File: config.mk
export PLATFORM = sky130hd
export DESIGN_NAME = jk_ff_bank_flat
export DESIGN_NICKNAME = d
export VERILOG_FILES = /design/src/rtl/jk_ff_bank_if.sv /design/src/rtl/jk_ff_bank.sv /design/src/flat_wrapper.sv
export SDC_FILE = /design/constraint.sdc
export NUM_CORES = 1
export LEC_CHECK = 0
export CAP_MARGIN = 10
export CELL_PAD_IN_SITES_DETAIL_PLACEMENT = 1
export CELL_PAD_IN_SITES_GLOBAL_PLACEMENT = 1
export CORE_ASPECT_RATIO = 1.1
export CORE_MARGIN = 2
export CORE_UTILIZATION = 33
export DETAILED_ROUTE_END_ITERATION = 8
export PLACE_DENSITY = 0.89
export SLEW_MARGIN = 40
export SYNTH_ARGS = -nofsm -noshare
export SYNTH_HDL_FRONTEND = slang
export SYNTH_SLANG_ARGS = --single-unit
File: constraint.sdc
create_clock -name CLK -period 5.7 [get_ports CLK]
set_input_delay 0.855 -clock CLK [delete_from_list [all_inputs] [get_ports CLK]]
set_output_delay 0.855 -clock CLK [all_outputs]
set_load 0.02 [all_outputs]
File: src/rtl/jk_ff_bank_if.sv
// -----------------------------------------------------------------------------
// jk_ff_bank_if
// Groups the control inputs and the status outputs of jk_ff_bank into one
// bundle. The clock and reset stay plain ports on the module.
//
// Signals (slave = the flip-flop bank, master = whoever drives it):
//   EN       master->slave  clock enable for mode-driven updates
//   MODE     master->slave  00=JK, 01=D, 10=T, 11=SR
//   J        master->slave  J / D / T / S input per bit
//   K        master->slave  K / R input per bit
//   LOAD     master->slave  parallel load strobe
//   D_IN     master->slave  parallel load data
//   CLR_CNT  master->slave  clears ACT_CNT, ERR and ERR_BITS
//   Q        slave->master  registered state
//   Qn       slave->master  exact complement of Q
//   CHG      slave->master  per-bit change flags of the last edge
//   ERR      slave->master  sticky forbidden-SR flag
//   ERR_BITS slave->master  sticky per-bit forbidden-SR flags
//   ACT_CNT  slave->master  saturating count of edges on which Q changed
//
// There is no valid/ready handshake: every input is sampled on every rising
// clock edge, and every output is valid one edge after the inputs that caused
// it (Qn follows Q combinationally).
// -----------------------------------------------------------------------------
interface jk_ff_bank_if #(
   parameter int WIDTH = 8,
   parameter int CNT_W = 8
);
   logic             EN;
   logic [1:0]       MODE;
   logic [WIDTH-1:0] J;
   logic [WIDTH-1:0] K;
   logic             LOAD;
   logic [WIDTH-1:0] D_IN;
   logic             CLR_CNT;
   logic [WIDTH-1:0] Q;
   logic [WIDTH-1:0] Qn;
   logic [WIDTH-1:0] CHG;
   logic             ERR;
   logic [WIDTH-1:0] ERR_BITS;
   logic [CNT_W-1:0] ACT_CNT;

   modport master (
      output EN, MODE, J, K, LOAD, D_IN, CLR_CNT,
      input  Q, Qn, CHG, ERR, ERR_BITS, ACT_CNT
   );

   modport slave (
      input  EN, MODE, J, K, LOAD, D_IN, CLR_CNT,
      output Q, Qn, CHG, ERR, ERR_BITS, ACT_CNT
   );
endinterface

File: src/rtl/jk_ff_bank.sv
// -----------------------------------------------------------------------------
// jk_ff_bank
// Fully synchronous bank of WIDTH JK-style flip-flops with run-time mode
// select (JK / D / T / SR), clock enable, parallel load, per-bit change
// flags, sticky forbidden-SR detection and a saturating activity counter.
//
// Ports:
//   CLK  rising-edge clock, the only clock
//   RST  synchronous active-high reset
//   bus  jk_ff_bank_if.slave: EN, MODE, J, K, LOAD, D_IN, CLR_CNT in;
//        Q, Qn, CHG, ERR, ERR_BITS, ACT_CNT out
//
// Per-edge priority: RST > LOAD > EN > hold.
// -----------------------------------------------------------------------------
module jk_ff_bank #(
   parameter int               WIDTH     = 8,
   parameter logic [WIDTH-1:0] RESET_VAL = '0,
   parameter int               CNT_W     = 8
) (
   input logic         CLK,
   input logic         RST,
   jk_ff_bank_if.slave bus
);

   typedef enum logic [1:0] {
      MODE_JK = 2'b00,
      MODE_D  = 2'b01,
      MODE_T  = 2'b10,
      MODE_SR = 2'b11
   } mode_e;

   localparam logic [CNT_W-1:0] CNT_MAX = {CNT_W{1'b1}};

   // Registered state
   logic [WIDTH-1:0] q_r;
   logic [WIDTH-1:0] chg_r;
   logic             err_r;
   logic [WIDTH-1:0] err_bits_r;
   logic [CNT_W-1:0] act_cnt_r;

   // Combinational next-state
   logic             mode_upd;     // EN edge without LOAD: mode logic applies
   mode_e            mode;
   logic [WIDTH-1:0] mode_next;    // per-bit result of the selected mode
   logic [WIDTH-1:0] forbid;       // bits with S=R=1 while in SR mode
   logic [WIDTH-1:0] q_next;
   logic [WIDTH-1:0] err_set;      // forbidden bits that actually record
   logic             q_changed;
   logic             cnt_inc;

   assign mode     = mode_e'(bus.MODE);
   assign mode_upd = bus.EN && !bus.LOAD;

   // Per-bit mode evaluation. Computed unconditionally; LOAD/EN gating is
   // applied when selecting q_next so that this block stays a pure function
   // of MODE, J, K and the current state.
   always_comb begin
      mode_next = q_r;
      forbid    = '0;
      for (int i = 0; i < WIDTH; i++) begin
         unique case (mode)
            MODE_JK: begin
               unique case ({bus.J[i], bus.K[i]})
                  2'b00:   mode_next[i] = q_r[i];
                  2'b01:   mode_next[i] = 1'b0;
                  2'b10:   mode_next[i] = 1'b1;
                  default: mode_next[i] = ~q_r[i];
               endcase
            end
            MODE_D: begin
               mode_next[i] = bus.J[i];
            end
            MODE_T: begin
               mode_next[i] = bus.J[i] ? ~q_r[i] : q_r[i];
            end
            default: begin
               // SR: the forbidden 11 combination holds the bit and is
               // reported through forbid instead of picking a winner.
               unique case ({bus.J[i], bus.K[i]})
                  2'b00:   mode_next[i] = q_r[i];
                  2'b01:   mode_next[i] = 1'b0;
                  2'b10:   mode_next[i] = 1'b1;
                  default: begin
                     mode_next[i] = q_r[i];
                     forbid[i]    = 1'b1;
                  end
               endcase
            end
         endcase
      end
   end

   // Priority select and side-effect qualifiers
   always_comb begin
      q_next = q_r;
      if (bus.LOAD) begin
         q_next = bus.D_IN;
      end else if (bus.EN) begin
         q_next = mode_next;
      end

      // Errors only record on edges where the SR logic really drives Q.
      err_set = '0;
      if (mode_upd && (mode == MODE_SR)) begin
         err_set = forbid;
      end

      q_changed = (q_next != q_r);
      cnt_inc   = q_changed && (act_cnt_r != CNT_MAX);
   end

   always_ff @(posedge CLK) begin
      if (RST) begin
         q_r        <= RESET_VAL;
         chg_r      <= '0;
         err_r      <= 1'b0;
         err_bits_r <= '0;
         act_cnt_r  <= '0;
      end else begin
         q_r   <= q_next;
         chg_r <= q_next ^ q_r;

         // CLR_CNT beats both a simultaneous increment and an error set.
         if (bus.CLR_CNT) begin
            act_cnt_r  <= '0;
            err_r      <= 1'b0;
            err_bits_r <= '0;
         end else begin
            if (cnt_inc) begin
               act_cnt_r <= act_cnt_r + CNT_W'(1);
            end
            if (|err_set) begin
               err_r      <= 1'b1;
               err_bits_r <= err_bits_r | err_set;
            end
         end
      end
   end

   // Qn is derived from the single Q register, so it can never disagree
   // with Q the way a cross-coupled latch pair could.
   assign bus.Q        = q_r;
   assign bus.Qn       = ~q_r;
   assign bus.CHG      = chg_r;
   assign bus.ERR      = err_r;
   assign bus.ERR_BITS = err_bits_r;
   assign bus.ACT_CNT  = act_cnt_r;

endmodule

File: src/flat_wrapper.sv
// flat-port wrapper written by rule: the top's interface ports become plain ports
module jk_ff_bank_flat 
#(
   parameter int               WIDTH     = 8,
   parameter logic [WIDTH-1:0] RESET_VAL = '0,
   parameter int               CNT_W     = 8
)
  (CLK, RST, bus_EN, bus_MODE, bus_J, bus_K, bus_LOAD, bus_D_IN, bus_CLR_CNT, bus_Q, bus_Qn, bus_CHG, bus_ERR, bus_ERR_BITS, bus_ACT_CNT);
  jk_ff_bank_if #(.WIDTH(WIDTH), .CNT_W(CNT_W)) bus_i ();
  input logic CLK;
  input logic RST;
  input wire logic [$bits(bus_i.EN)-1:0] bus_EN;
  input wire logic [$bits(bus_i.MODE)-1:0] bus_MODE;
  input wire logic [$bits(bus_i.J)-1:0] bus_J;
  input wire logic [$bits(bus_i.K)-1:0] bus_K;
  input wire logic [$bits(bus_i.LOAD)-1:0] bus_LOAD;
  input wire logic [$bits(bus_i.D_IN)-1:0] bus_D_IN;
  input wire logic [$bits(bus_i.CLR_CNT)-1:0] bus_CLR_CNT;
  output wire logic [$bits(bus_i.Q)-1:0] bus_Q;
  output wire logic [$bits(bus_i.Qn)-1:0] bus_Qn;
  output wire logic [$bits(bus_i.CHG)-1:0] bus_CHG;
  output wire logic [$bits(bus_i.ERR)-1:0] bus_ERR;
  output wire logic [$bits(bus_i.ERR_BITS)-1:0] bus_ERR_BITS;
  output wire logic [$bits(bus_i.ACT_CNT)-1:0] bus_ACT_CNT;
  assign bus_i.EN = bus_EN;
  assign bus_i.MODE = bus_MODE;
  assign bus_i.J = bus_J;
  assign bus_i.K = bus_K;
  assign bus_i.LOAD = bus_LOAD;
  assign bus_i.D_IN = bus_D_IN;
  assign bus_i.CLR_CNT = bus_CLR_CNT;
  assign bus_Q = bus_i.Q;
  assign bus_Qn = bus_i.Qn;
  assign bus_CHG = bus_i.CHG;
  assign bus_ERR = bus_i.ERR;
  assign bus_ERR_BITS = bus_i.ERR_BITS;
  assign bus_ACT_CNT = bus_i.ACT_CNT;
  jk_ff_bank #(.WIDTH(WIDTH), .RESET_VAL(RESET_VAL), .CNT_W(CNT_W)) u_core (.CLK(CLK), .RST(RST), .bus(bus_i));
endmodule
After elaboration in Yosys (flattened, before gate mapping)
Cells that the tools add are included. Widths: inputs -> output; s select.

Register bits after elaboration: 33. Latch bits: 0. RAM bits: 0. Bits in read-only memories: 0. Word-level logic and storage cells: 113. Memories kept: 0.

Add/sub/neg operators: 1. Multipliers: 0. Divide/modulo/power cells: 0. Order comparisons: 0. Equality and inequality tests: 21. Shift operators: 0. Mux-type cells: 51. Bitwise gates (word level): 11. Reduce and logical (&&, ||, !) cells: 24.

Operator list (count): $pmux 1 s3 (16); $reduce_or 3->1 (9); $mux 1 (24); $mux 8 (3); $eq 2x2->1 const B (10); $eq 2x1->1 const B (9); $logic_not 2->1 (9); $pmux 1 s2 (8); $add 8x1->8 const B (1); $ne 8x8->1 (1); $ne 8x8->1 const B (1); $not 1->1 (8); $not 8->8 (1); $or 8x8->8 (1); $reduce_or 8->1 (1); $xor 8x8->8 (1); $logic_and 1x1->1 (3); $reduce_or 2->1 (1); $logic_not 1->1 (1).

Depth between registers and ports, before layout
Gate-level depths: netlist of run 1.

Depth in word-level cells: 7. Depth in mapped cells: 11. Depth with buffers taken out: 10.

Least setup slack after synthesis of run 1
OpenSTA, ideal clock, no wires.

Kind: input -> register. From: in bus_K[1]. To: reg u_core.act_cnt_r[2] (netlist: u_core.bus.ACT_CNT[2]). Setup time: 119 ps. Data arrival time: 3215 ps. Data required time: 5581 ps. Setup slack: 2366 ps. Cell stages on the path: 11. Buffers on the path: 1. Cell sequence: inv_1 ha_1 nand3b_1 a21o_1 o211ai_1 a21oi_1 or4b_4 or4_1 buf_2 and2_4 o221a_1.

Longest elaborated chain between the ends: 7. Elaborated cells between the ends (all ways): 10. Those cells by class: eq/ne: 3; mux: 5; reduce/logical: 2.

Ends and longest elaborated chain: start: declaration (line flat_wrapper.sv:15) `input wire logic [$bits(bus_i.K)-1:0] bus_K;`; $eq 2x2->1, or another cell as far along (line jk_ff_bank.sv:63, jk_ff_bank.sv:79); $pmux 1 s3 or $pmux 1 s2 (tied branches) (line jk_ff_bank.sv:63, jk_ff_bank.sv:79); $pmux 1 s3 (*) (line jk_ff_bank.sv:61) `unique case (mode)`; $mux 8 (*) (line jk_ff_bank.sv:98) `end else if (bus.EN) begin`; $mux 8 (*) (line jk_ff_bank.sv:96) `if (bus.LOAD) begin`; $ne 8x8->1 (*) (line jk_ff_bank.sv:108) `q_changed = (q_next != q_r);`; $logic_and 1x1->1 (*) (line jk_ff_bank.sv:109) `cnt_inc = q_changed && (act_cnt_r != CNT_MAX);`; end signal: assignment (line jk_ff_bank.sv:130) `act_cnt_r <= act_cnt_r + CNT_W'(1);`; end: declaration (line jk_ff_bank.sv:39) `logic [CNT_W-1:0] act_cnt_r;`.

Mark *: on every way between the ends. The rest lies on a longest branch, timed or not. A chain may end at the register's enable or synchronous reset.

Worst setup path in the final report of run 1
From: in bus_MODE[1]. To: reg u_core.act_cnt_r[2] (netlist: u_core.bus.ACT_CNT[2]).

Longest elaborated chain between the ends: 6. Elaborated cells between the ends (all ways): 15. Those cells by class: eq/ne: 3; mux: 10; reduce/logical: 2.

Ends and longest elaborated chain: start: declaration (line flat_wrapper.sv:13) `input wire logic [$bits(bus_i.MODE)-1:0] bus_MODE;`; $eq 2x2->1, or another cell as far along (line jk_ff_bank.sv:61); $pmux 1 s3 (line jk_ff_bank.sv:61); $mux 8 (*) (line jk_ff_bank.sv:98); $mux 8 (*) (line jk_ff_bank.sv:96); $ne 8x8->1 (*) (line jk_ff_bank.sv:108); $logic_and 1x1->1 (*) (line jk_ff_bank.sv:109).

Marks and branches as above.

==> impl_metrics.ini, run 1 <==
[status]
status = completed

[timing]
grt_setup_unrepaired = no
finalCriticalPeriod_ns = 4.10
setup_viol = 0
skew_ns = 0.00328
clock.fmax_ghz = 0.244
fin_crit_sh_pct = 72.0
tightestPinTransition_ns = 0.713
finalMaxSlewViolations = 0
max_slew_margin_pct = 52.3
final_hold_viol_count = 0
tns_ns = 0
whs_ns = 0.475

[power]
p_int_mw = 0.412
clkPwrFrac_pct = 29.0
leakagePower_nw = 1.16
p_switching_mw = 0.191
sequentialPowerShare_pct = 42.2
ir_drop_mv = 0.0905
combPwrFrac_pct = 28.8
sw_frac_of_total_pct = 31.7
powerDensity_nw_per_um2 = 203

[placed_design]
portBuffers = 71
gp_congestion = 0.819
dp_hpwl_mm = 5.00
place_area_um2 = 2890

[yosys]
synth_nets = 305
synth_cells = 257
yosysSeqAreaShare_pct = 31.1
synth.ff_latch_count = 33
async_flop_share_pct = 0
synth.largest_area_cell = dfxtp_1
syn_avg_cell_area_um2 = 8.28
synth_cell_type_count = 47
synth_edf_count = 0
yosysMostFrequentCell = dfxtp_1
synth_common_cells = dfxtp_1 (33), a21oi_1 (26), inv_1 (23)
yosysWarnings = 0
syn_area_um2 = 2130
synth_area_leaders = dfxtp_1 (31%), ha_1 (10%), a21oi_1 (6.1%), nor2b_1 (5.0%), inv_1 (4.1%)
yosysTopAreaCellShare_pct = 31.1
synth_ff_type = dfxtp_1

[worst_setup_path]
crit_arrival_ns = 4.28
critPathRequiredTime_ns = 5.88
critPathMaxFanout = 13
critPathLaunchType = input port
crit_path_end_kind = register
r2r-start = u_core.bus.Q[1]
reg2reg_depth = 8
worstReg2RegEnd = u_core.bus.ACT_CNT[2]
worstSetupPathType = input port to register
r2r_setup_slack_ns = 2.82

[die]
coreArea_um2 = 6190
io_pins = 72
die_width_um = 80.6
start_util_pct = 34.3
die_h_um = 88.2
row_count = 30
die-area_um2 = 7100

[global_routing]
grt_pass1_vias = 2260
grt_antenna_before_repair = 0
grt_pass1_wl_mm = 10.9
grt_overflow = 0
grt_max_degree = 29
grt_usage_pct = 19.6

[clock_network]
cts_hold_buffers = 0
clock-sinks = 33
ctsResizeCount = 0
htreeDepth = 2
clock-root-buffer = clkbuf_8
cts_buffers = 5
cts_tree = done
post_cts_buffers = 0
cts.path.max_buffers = 2
clk_transition_reported_paths_ns = 0.07
clk_latency_ns = 0.29

[route]
drtPass1Iterations = 4
wl_per_cell_um = 16.4
viasPerCell = 5.42
ant_nets = 0
finalWirelength_mm = 6.64
drc = 0
drtIter0Drc = 62
vias = 2196

[cells_and_area]
synthToLayoutAreaGrowth_pct = 39.4
n_antenna_cell = 0
drive_gt1_share_pct = 5.85
design_area_um2 = 2970
final_net_count = 372

[flow_run]
maxCapViolations = 0

[hold_path]
hold_path.class = register to register
hp-start = u_core.bus.ERR_BITS[5]
min_to = u_core.bus.ERR_BITS[5]
hold_depth = 2
[cells in the final DEF, fill, tap and decap left out, types with 2 or more instances in the layout]
cell type / count
xor2_1: 2
clkdlybuf4s50_1: 70
a311oi_1: 6
inv_1: 23
ha_1: 17
o31ai_1: 2
nand2_1: 18
a311oi_2: 2
a32oi_1: 6
o22ai_1: 2
xnor2_1: 5
nor2b_1: 17
nor4_1: 2
nand3_1: 7
nand2b_1: 2
mux2i_1: 6
clkbuf_8: 5
clkinv_2: 2
nand3b_1: 5
nand4_1: 2
and3b_1: 4
o211ai_1: 4
nor2_1: 20
or2_2: 2
a21o_1: 6
o21ai_0: 4
dfxtp_1: 33
or3_1: 3
or4_1: 3
a21oi_1: 26
and3_1: 3
[critical path: stages]
cell	delay, ns
clkdlybuf4s50_1	0.91
nand2_1	0.38
a21o_1	0.24
o211ai_1	0.12
a21oi_1	0.13
or4b_4	0.57
or4_1	0.60
and2_4	0.22
o221a_1	0.24
[logic make-up after synthesis]
group                      count (synthesis)  share of synthesized area (%)
and+or+nand+nor                           94                           24.9
muxes                                      7                           3.35
buffers and inverters                     34                           6.65
DFF                                       33                           31.1
xor gates and xnor gates                   7                           2.88
adders and majority gates                 17                           10.0
AOI/OAI and AO/OA                         65                           21.2
[final cells by class]
class / instances / area, um2
fill: 757 / 3230
multi-input combinational: 190 / 1330
timing repair buffer: 71 / 706
sequential: 33 / 661
tap: 80 / 100
inverter: 23 / 86.3
clock buffer: 6 / 72.6
clock inverter: 2 / 10.0
[through the flow]
stage	setup slack, ns	instances	util [%]	power, mW
global route	1.34	405	47.9	0.635
floorplan	2.37	257	-	0.353
global placement	1.35	397	46.5	0.428
detailed placement	1.23	397	46.6	0.433
CTS	1.53	405	48.0	0.609
finish	1.60	405	47.9	0.603
[worst max path at each step]
stage / startpoint / endpoint / depth (start not counted)
6_report: bus_MODE[1] / u_core.bus.ACT_CNT[2] / 9
4_1_cts: bus_EN / u_core.bus.ACT_CNT[2] / 9
3_3_place_gp: bus_EN / u_core.bus.ACT_CNT[2] / 9
5_1_grt: bus_MODE[1] / u_core.bus.ACT_CNT[4] / 9
3_5_place_dp: bus_EN / u_core.bus.ACT_CNT[2] / 9
2_1_floorplan: bus_K[1] / u_core.bus.ACT_CNT[2] / 11
[registers in the layout, summed over array words and instances, names as in the netlist]
| name | flops |
|---|---|
| u_core.bus.ACT_CNT | 8 |
| u_core.bus.CHG | 8 |
| u_core.bus.ERR_BITS | 8 |
| u_core.bus.Q | 8 |
| u_core.bus.ERR | 1 |
[layer usage]
layer	vias up	part of all wire (%)	GRT usage, %
li1	1044	-	-
met1	1082	44	23.2
met2	60	50	36.2
met3	10	3.9	2.99
met4	0	1.7	6.16
met5	-	0	0
[power groups by stage]
stage	Clock [mW]	Sequential, mW	Combinational [mW]
4_1_cts	0.180	0.254	0.175
5_1_grt	0.189	0.256	0.190
3_3_place_gp	0	0.259	0.169
2_1_floorplan	0	0.272	0.0813
6_report	0.175	0.254	0.174
3_5_place_dp	0	0.260	0.174
Power figures use the tool's default switching activity.
==> run 2, diff against run 1 <==
Settings changed: CORE_UTILIZATION 33 to 30, PLACE_DENSITY 0.89 to 0.86.
Clock period 5.7 ns to 3.44 ns, I/O delays scaled along.
==> run 2 against run 1 <==
Against the previous run: non-clock buffer count up 27; via count up 4.0%; clock power up 67%; cell count up 7.9%; global-route usage down 0.80 points; first-iteration DRC count up 13%; critical endpoint is now u_core.bus.ACT_CNT[7]; largest cell class unchanged.
==> impl_metrics.ini, run 2 (synthesis results as in run 1) <==
[status]
status = completed

[route]
ant_nets = 0
finalWirelength_mm = 7.13
drtIter0Drc = 70
drc = 0
wl_per_cell_um = 16.3
vias = 2284
drtPass1Iterations = 4
viasPerCell = 5.23

[worst_setup_path]
critPathMaxFanout = 5
critPathLaunchType = input port
worstSetupPathType = input port to register
reg2reg_depth = 10
crit_arrival_ns = 3.47
r2r_setup_slack_ns = 0.67
critPathRequiredTime_ns = 3.65
worstReg2RegEnd = u_core.bus.ACT_CNT[0]
crit_path_end_kind = register
r2r-start = u_core.bus.Q[0]

[timing]
finalMaxSlewViolations = 0
tightestPinTransition_ns = 0.385
skew_ns = 0.00702
tns_ns = 0
max_slew_margin_pct = 74.3
final_hold_viol_count = 0
setup_viol = 0
finalCriticalPeriod_ns = 3.27
fin_crit_sh_pct = 94.9
clock.fmax_ghz = 0.306
grt_setup_unrepaired = no

[clock_network]
clock-sinks = 33
clk_transition_reported_paths_ns = 0.07
clk_latency_ns = 0.29
post_cts_buffers = 0
cts_buffers = 5
cts.path.max_buffers = 2
cts_tree = done
clock-root-buffer = clkbuf_8
htreeDepth = 2

[die]
die_h_um = 92.3
die-area_um2 = 7780
coreArea_um2 = 6930
row_count = 32
io_pins = 72
die_width_um = 84.3
start_util_pct = 30.7

[cells_and_area]
drive_gt1_share_pct = 12.8
final_net_count = 399
synthToLayoutAreaGrowth_pct = 49.6
layout_common_cells = clkdlybuf4s50_1 (70), dfxtp_1 (33), buf_4 (27)
n_antenna_cell = 0
design_area_um2 = 3180
final_common_cell = clkdlybuf4s50_1

[placed_design]
gp_congestion = 0.877
portBuffers = 71
place_area_um2 = 3090
dp_hpwl_mm = 5.54

[global_routing]
grt_max_degree = 19
use_met1_pct = 22.1
grt_pass1_wl_mm = 11.8
grt_busiest_layer = met2
grt_antenna_before_repair = 0
grtUsageMet3_pct = 3.83
grt_pass1_vias = 2444
grt_overflow = 0
use_met2_pct = 33.4
grt_usage_pct = 18.8

[hold_path]
hp-start = u_core.bus.ERR_BITS[6]
hold_path.class = register to register
hold_depth = 2
min_to = u_core.bus.ERR_BITS[6]

[power]
leakagePower_nw = 1.30
ir_drop_mv = 0.146
powerDensity_nw_per_um2 = 325

[flow_run]
maxCapViolations = 0
-- run 2: cell type report --
cell class,count,area [um2]
fill,856,3740
multi-input combinational,190,1330
timing repair buffer,98,916
sequential,33,661
tap,85,106
inverter,23,86.3
clock buffer,6,72.6
clock inverter,2,10.0
-- run 2: how the worst max path moves through the flow --
stage	depth (start not counted)	end	slack, ns	startpoint
6_report	13	u_core.bus.ACT_CNT[7]	0.17	bus_K[5]
4_1_cts	13	u_core.bus.ACT_CNT[7]	0.10	bus_K[5]
5_1_grt	11	u_core.bus.ACT_CNT[0]	0.006	bus_MODE[1]
3_3_place_gp	10	u_core.bus.ACT_CNT[2]	-0.08	bus_MODE[1]
3_5_place_dp	13	u_core.bus.ACT_CNT[7]	-0.17	bus_K[5]
2_1_floorplan	11	u_core.bus.ACT_CNT[2]	0.45	bus_K[1]
-- run 2: worst max-delay path: stages --
cell	delay [ns]
clkdlybuf4s50_1	0.50
inv_1	0.05
ha_1	0.28
mux2_2	0.35
o221ai_2	0.22
mux2i_1	0.21
a22o_1	0.17
nand4b_1	0.13
buf_4	0.12
nor4_2	0.03
buf_4	0.16
or4_1	0.52
a21oi_1	0.21
-- run 2: repair_timing --
| action | CTS | global route |
|---|---|---|
| hold buffers | 0 | 0 |
| setup endpoints to repair | 0 | 1 |
| gates resized for setup | 0 | 2 |
-- run 2: routing by layer --
| layer | routed length [um] | share of wire, % | vias up |
|---|---|---|---|
| li1 | - | - | 1100 |
| met3 | 339 | 4.8 | 11 |
| met5 | 0 | 0 | - |
| met1 | 3020 | 42 | 1101 |
| met4 | 149 | 2.1 | 0 |
| met2 | 3620 | 51 | 72 |
-- run 2: power by group --
| part | switching (mW) | internal [mW] |
|---|---|---|
| Combinational | 0.157 | 0.161 |
| Sequential | 0.0203 | 0.402 |
| Clock | 0.152 | 0.140 |
| Total | 0.329 | 0.704 |
-- run 2: metrics by stage --
stage	worst slack [ns]	utilization, %	hold slack [ns]	instances	power [mW]
final	0.175	46.0	0.476	437	1.03
after global routing	0.00616	46.0	0.506	437	1.09
after CTS	0.103	45.8	0.481	437	1.04
after detailed placement	-0.170	44.6	0.465	429	0.745
after global placement	-0.0775	44.6	0.457	429	0.734
after floorplan	0.445	-	0.559	257	0.586
